--- src/rtl/common_defs.vh ---
// common_defs: shared include guard and project-wide macros for datapath blocks.
`ifndef COMMON_DEFS_VH
`define COMMON_DEFS_VH
`define ONEHOT_BIT(k) (1 << (k))
`endif

--- src/rtl/arb_mux_pkg.sv ---
// arb_mux_pkg: helpers shared by the arbiter mux blocks.
package arb_mux_pkg;
    function automatic int wrap_inc(input int idx, input int n);
        return (idx + 1 >= n) ? 0 : idx + 1;
    endfunction
endpackage

--- src/rtl/onehot_mux.sv ---
// onehot_mux: AND-OR data select under a one-hot (or zero) select vector.
module onehot_mux #(
    parameter int N = 4,
    parameter int W = 32
) (
    input  logic [N-1:0]        i_sel,
    input  logic [N-1:0][W-1:0] i_d,
    output logic [W-1:0]        o_d
);
    always_comb begin
        o_d = '0;
        for (int i = 0; i < N; i++) o_d = o_d | (i_d[i] & {W{i_sel[i]}});
    end
endmodule

--- src/rtl/rr_arb.sv ---
// rr_arb: round-robin one-hot grant, searching upward from ptr then wrapping.
module rr_arb #(
    parameter int N = 4,
    localparam int PW = (N > 1) ? $clog2(N) : 1
) (
    input  logic [N-1:0]  i_req,
    input  logic [PW-1:0] i_ptr,
    input  logic          i_en,
    output logic [N-1:0]  o_gnt
);
    logic [N-1:0] w_hi;
    logic [N-1:0] w_pool;
    always_comb begin
        w_hi = '0;
        for (int i = 0; i < N; i++) w_hi[i] = i_req[i] && (i >= int'(i_ptr));
    end
    // lowest set bit of the masked pool, falling back to the full request set
    assign w_pool = (|w_hi) ? w_hi : i_req;
    assign o_gnt  = i_en ? (w_pool & (~w_pool + N'(1))) : '0;
endmodule

--- src/rtl/arb_mux.sv ---
// arb_mux: N-channel round-robin arbiter feeding a one-entry output register.
`include "common_defs.vh"
module arb_mux
    import arb_mux_pkg::*;
#(
    parameter int N = 4,
    parameter int W = 32
) (
    input  logic                clk,
    input  logic                rst,
    input  logic [N-1:0]        i_x_vld,
    input  logic [N-1:0][W-1:0] i_x,
    output logic [N-1:0]        o_x_rdy,
    output logic                o_y_vld,
    output logic [W-1:0]        o_y,
    output logic [N-1:0]        o_y_sel,
    input  logic                i_y_rdy
);
    localparam int PW = (N > 1) ? $clog2(N) : 1;
    logic          r_y_vld;
    logic [W-1:0]  r_y;
    logic [N-1:0]  r_y_sel;
    logic [PW-1:0] r_ptr;
    logic          w_load;
    logic          w_en;
    logic [N-1:0]  w_gnt;
    logic [W-1:0]  w_d;
    logic [PW-1:0] w_nptr;
    assign w_load = !r_y_vld || i_y_rdy;
    assign w_en   = w_load && !rst;
    rr_arb #(.N(N)) u_arb (.i_req(i_x_vld), .i_ptr(r_ptr), .i_en(w_en), .o_gnt(w_gnt));
    onehot_mux #(.N(N), .W(W)) u_mux (.i_sel(w_gnt), .i_d(i_x), .o_d(w_d));
    always_comb begin
        w_nptr = r_ptr;
        for (int i = 0; i < N; i++) if (w_gnt[i]) w_nptr = PW'(wrap_inc(i, N));
    end
    always_ff @(posedge clk) begin
        if (rst) begin
            r_y_vld <= 1'b0;
            r_y     <= '0;
            r_y_sel <= '0;
            r_ptr   <= '0;
        end else if (w_load) begin
            r_y_vld <= |w_gnt;
            if (|w_gnt) begin
                r_y     <= w_d;
                r_y_sel <= w_gnt;
                r_ptr   <= w_nptr;
            end
        end
    end
    assign o_x_rdy = w_gnt;
    assign o_y_vld = r_y_vld;
    assign o_y     = r_y;
    assign o_y_sel = r_y_sel;
endmodule

--- config.mk ---
export PLATFORM = sky130hd
export DESIGN_NAME = arb_mux
export DESIGN_NICKNAME = d
export VERILOG_FILES = /design/src/rtl/arb_mux_pkg.sv /design/src/rtl/onehot_mux.sv /design/src/rtl/rr_arb.sv /design/src/rtl/arb_mux.sv
export VERILOG_INCLUDE_DIRS = /design/src /design/src/rtl
export SDC_FILE = /design/constraint.sdc
export NUM_CORES = 1
export LEC_CHECK = 0
export BUFFER_PORTS_ARGS = -buffer_cell sky130_fd_sc_hd__buf_2
export CELL_PAD_IN_SITES_DETAIL_PLACEMENT = 1
export CELL_PAD_IN_SITES_GLOBAL_PLACEMENT = 1
export CORE_MARGIN = 8
export CORE_UTILIZATION = 30
export CTS_BUF_LIST = sky130_fd_sc_hd__clkbuf_4
export DETAILED_ROUTE_END_ITERATION = 16
export GPL_TIMING_DRIVEN = 0
export HOLD_SLACK_MARGIN = 0.02
export MAX_ROUTING_LAYER = met4
export PLACE_DENSITY = 0.93
export SYNTH_ARGS = -nofsm -noshare
export SYNTH_HDL_FRONTEND = slang
export SYNTH_SLANG_ARGS = --single-unit
--- constraint.sdc ---
create_clock -name clk -period 4.4 [get_ports clk]
set_input_delay 0.88 -clock clk [delete_from_list [all_inputs] [get_ports clk]]
set_output_delay 0.88 -clock clk [all_outputs]
set_load 0.005 [all_outputs]
Yosys cells after proc, flatten, opt, wreduce, memory -nomap -nowiden --
Cells that the tools add are included.
Word-level totals: bits in registers 39, bits of input ports 135, output and inout port bits 41, logic and storage cells 35
Operators by class: add/subtract/negate cells 1, magnitude comparators 3, multiplexer cells 6, bitwise operators 9, reductions and logical operators 12
Operators with widths (count):
- bitwise AND 32 bit | 4
- bitwise OR 32 bit | 3
- 2-to-1 mux 2 bit | 4
- OR reduction 4 bit | 2
- adder 4 x 1 -> 4 bit (second input constant) | 1
- bitwise AND 4 bit | 1
- greater-or-equal comparator 1 x 2 -> 1 bit (first input constant) | 2
- logical AND 1 bit | 4
- 2-to-1 mux 4 bit | 1
- inverter 4 bit | 1
- nonzero test 4 bit | 1
- 2-to-1 mux 3 bit | 1
- AND reduction 3 bit | 1
- greater-or-equal comparator 2 bit (first input constant) | 1
- zero test 1 bit | 2
- AND reduction 2 bit | 1
- logical OR 1 bit | 1

Longest topological paths before layout --
depth in word-level cells 12, gate-level depth with buffers 7

By module --
A second synthesis with hierarchy kept.
Second synthesis, totals: cell total of the unflattened synthesis 307, area, all modules 2393.5 um2
By module, submodules not included:
- arb_mux | instances 1, cells each 182, area each 1585.3 um2, sequential area each 780.7 um2
- onehot_mux | instances 1, cells each 108, area each 705.7 um2, sequential area each 0.0 um2
- rr_arb | instances 1, cells each 17, area each 102.6 um2, sequential area each 0.0 um2

Least setup slack after synthesis --
Ideal clock, no wire load.
path type input port to output port, start point in rst, end point out o_x_rdy[3], arrival time 1.603 ns, required time 3.520 ns, setup slack 1.917 ns, cell stages on the path 4, buffers on the path 1, path through clkbuf_1 > nor3b_2 > nand3_1 > inv_1
On the way: word-level cells in the longest chain between the ends 3
Ends and longest elaborated chain:
- start, declared | line arb_mux.sv:10 | input logic rst,
- zero test 1 bit | line arb_mux.sv:30 | assign w_en = w_load && !rst;
- logical AND 1 bit | line arb_mux.sv:30
- 2-to-1 mux 4 bit | line rr_arb.sv:19 | assign o_gnt = i_en ? (w_pool & (~w_pool + N'(1))) : '0;
- end, declared | line arb_mux.sv:13 | output logic [N-1:0] o_x_rdy,
Every way passes these cells.

Worst setup path in the final report --
start point in i_x_vld[0], end point out o_x_rdy[2]
On the way: word-level cells in the longest chain between the ends 7
Ends and longest elaborated chain:
- start, declared | line arb_mux.sv:11 | input logic [N-1:0] i_x_vld,
- logical AND 1 bit | line rr_arb.sv:15 | for (int i = 0; i < N; i++) w_hi[i] = i_req[i] && (i >= int'(i_ptr));
- OR reduction 4 bit | line rr_arb.sv:18 | assign w_pool = (|w_hi) ? w_hi : i_req;
- 2-to-1 mux 3 bit (*) | line rr_arb.sv:18
- inverter 4 bit | line rr_arb.sv:19
- adder 4 x 1 -> 4 bit | line rr_arb.sv:19
- bitwise AND 4 bit (*) | line rr_arb.sv:19
- 2-to-1 mux 4 bit (*) | line rr_arb.sv:19
Mark *: on every way between the ends. The rest lies on a longest branch, timed or not.

==> qor.txt <==
=====================================================================================
Capturing point of the worst reg2reg path                                     o_y[19]
Layout Nets                                                                       586
Pwr per Cell Area                                                         291 nW/um^2
Sum of negative setup slack                                                      0 ns
Leak Pwr                                                                      1.73 nW
Top Ports                                                                         176
Clock Skews                                                                 0.0157 ns
Worst IR Drop VDD                                                            0.105 mV
Status                                                                   finished clean
Global-route wire length before repair                                       17700 um
Type of element launching the critical path                              primary input
Setup repair after global routing missed its margin                                no
Time the final worst path needs with I/O delays and setup                     3.04 ns
Most common library cell in the layout ignoring fill and taps            sky130_fd_sc_hd__buf_2
Quantity of gates resized following cts                                             0
Final WS setup                                                                1.36 ns
Worst setup path class                                                   primary input to primary output
Pin slew with the least headroom to its limit                                0.588 ns
Setup fix buffers added after clock tree synthesis                                  0
Number of endpoints failing setup at the final stage                                0
Reg2reg path depth                                                                  6
Fraction of synthesis flops using an asynchronous set or reset pin                 0%
Global route overflow                                                               0
Worst hold endpoint                                                        o_y_sel[1]
Headroom to the max-slew limit                                                  60.8%
Number of stages on the worst hold path                                             1
Register-to-Register Setup Slack                                              2.49 ns
Yosys warning count                                                                 0
Total GRT Usage                                                                 20.0%
H-Tree Level Count                                                                  2
Final standard cell count with taps included and fillers excluded                 557
Min-delay worst type                                                     flop to flop
Max_cap viols                                                                       0
Average wire per cell in the routed design                                    19.8 um
F_max                                                                       0.329 GHz
Clock net sink count                                                               39
TritonCTS clock tree                                                              yes
Number of global-route vias before repair                                        3486
Distinct cell type count after synthesis                                           32
Total instance count after detailed placement                                     549
Sequential-to-total area share from yosys stat                                  32.0%
Number of hold violations in the final report                                       0
Worst setup path startpoint                                                i_x_vld[0]
WP data arrival                                                               2.16 ns
Chip Width                                                                     106 um
Number of buffers added by the clock tree synthesis step                            5
Hold wc startpoint                                                         o_y_sel[1]
Initial antenna violation count                                                     0
Share of layout cells above drive strength 1                                    50.9%
CORE AREA                                                                   8050 um^2
Area added between synthesis and finish                                         43.3%
Worst Setup Slack post-DPL                                                    1.37 ns
Placer Congestion                                                               0.818
Cell count after synthesis                                                        270
Number of hold buffers added after cts                                              0
Post-Syn Area                                                               2440 um^2
Crit path capture type                                                   primary output
Max Root-Sink Buffers                                                               2
Worst-skew pair later-pin latency                                             0.35 ns
TritonRoute pass-1 iters                                                            4
Effective utilization at floorplan                                              30.3%
Routed vias/inst                                                                 5.53
Placement Rows                                                                     33
Clock slew at reported path FFs                                               0.12 ns
Root buffer selected by CTS                                              sky130_fd_sc_hd__clkbuf_4
Synth Net Count                                                                   405
Fillers                                                                          1034
Top flip-flop cell by instance count after synthesis                     sky130_fd_sc_hd__dfxtp_1
Syn_area_per_cell                                                           9.03 um^2
Startpoint of the lowest-slack register-to-register path                     r_ptr[1]
Number of antenna repair diodes                                                     0
HPWL after DPL                                                                8710 um
Yosys reg bits                                                                     39
Port bufs                                                                         174
Count of routing violations after the opening detailed-route iteration             57
Detailed-route DRC error count                                                      0
Wirelength, routed                                                           11100 um
Critical path fanouts, max                                                          9
Height of the die                                                              106 um
Most frequent cells in the layout                                        sky130_fd_sc_hd__buf_2 (184), sky130_fd_sc_hd__dfxtp_1 (39), sky130_fd_sc_hd__inv_1 (37)
Fin crit share                                                                  69.1%
Total via count after detailed routing                                           3080
Antenna violation net count after detailed routing                                  0
Slew Viols, Final                                                                   0
Maximum number of pins on one net before global-route repair                       12
Post-synth EDFFs                                                                    0
Data required time at the worst endpoint                                      3.52 ns
Die area                                                                   11300 um^2
=====================================================================================
flip-flops by register name (all words and copies together), names as in the netlist:
| name | cells |
|---|---|
| o_y | 32 |
| o_y_vld | 1 |
| r_ptr | 2 |
| o_y_sel | 4 |
cells by family after synthesis:
family / synth area share [%]
flip-flops: 32.0
AO/OA/AOI/OAI: 42.6
AND/OR/NAND/NOR: 13.0
buffers and inverters: 12.4
routing by layer:
layer,part of all wire (%),global-route usage (%),vias to the layer above,wire (um)
met5,0,-,-,0
met3,6.5,5.20,19,721
met1,41,22.1,1479,4560
met2,50,34.6,142,5550
met4,2.0,5.43,0,221
li1,-,-,1440,-
Yosys cell counts, types with 3 or more instances:
cell type                  count  area [um^2]
sky130_fd_sc_hd__buf_6         3         33.8
sky130_fd_sc_hd__nor2_1        3         11.3
sky130_fd_sc_hd__a21o_1        3         22.5
sky130_fd_sc_hd__nor2b_1       5         31.3
sky130_fd_sc_hd__nand4_1      32          200
sky130_fd_sc_hd__a21oi_1      36          180
sky130_fd_sc_hd__inv_1        37          139
sky130_fd_sc_hd__clkbuf_1     15         56.3
sky130_fd_sc_hd__buf_2        10         50.1
sky130_fd_sc_hd__a221oi_2     30          450
sky130_fd_sc_hd__o221ai_1     32          280
sky130_fd_sc_hd__buf_4         3         22.5
sky130_fd_sc_hd__dfxtp_1      39          781
worst max-delay path, stage by stage:
cell	delay [ns]
sky130_fd_sc_hd__buf_2	0.12
sky130_fd_sc_hd__nor2b_1	0.16
sky130_fd_sc_hd__a22oi_4	0.34
sky130_fd_sc_hd__nand3_1	0.33
sky130_fd_sc_hd__inv_1	0.20
sky130_fd_sc_hd__buf_2	0.13
cell type report:
| cell class | instances | area, um^2 | share of cell area, % |
|---|---|---|---|
| multi-input combinational | 163 | 1360 | 38.8 |
| timing repair buffer | 174 | 871 | 24.9 |
| sequential | 39 | 781 | 22.4 |
| buffer | 31 | 163 | 4.66 |
| inverter | 37 | 139 | 3.98 |
| tap | 105 | 131 | 3.76 |
| clock buffer | 6 | 45.0 | 1.29 |
| clock inverter | 2 | 7.51 | 0.215 |
worst max path at each step:
stage,end,slack [ns]
2_1_floorplan,o_x_rdy[3],1.92
3_5_place_dp,o_x_rdy[2],1.37
5_1_grt,o_x_rdy[2],1.28
6_report,o_x_rdy[2],1.36
3_3_place_gp,o_x_rdy[2],1.38
4_1_cts,o_x_rdy[2],1.36
report_power, final:
group	total (mW)	switching, mW	internal (mW)
clock network	0.192	0.126	0.0656
registers	0.436	0.0279	0.408
logic	0.389	0.218	0.171
per-stage QoR:
stage	util (%)	power [mW]	area (um^2)	hold slack, ns
2_1_floorplan	-	0.645	2440	0.451
3_3_place_gp	42.7	0.819	3440	0.432
3_5_place_dp	42.7	0.837	3440	0.440
4_1_cts	43.4	1.03	3490	0.471
5_1_grt	43.4	1.08	3490	0.494
6_report	43.4	1.02	3490	0.463
Note: power is estimated with default switching activity, not from simulation.
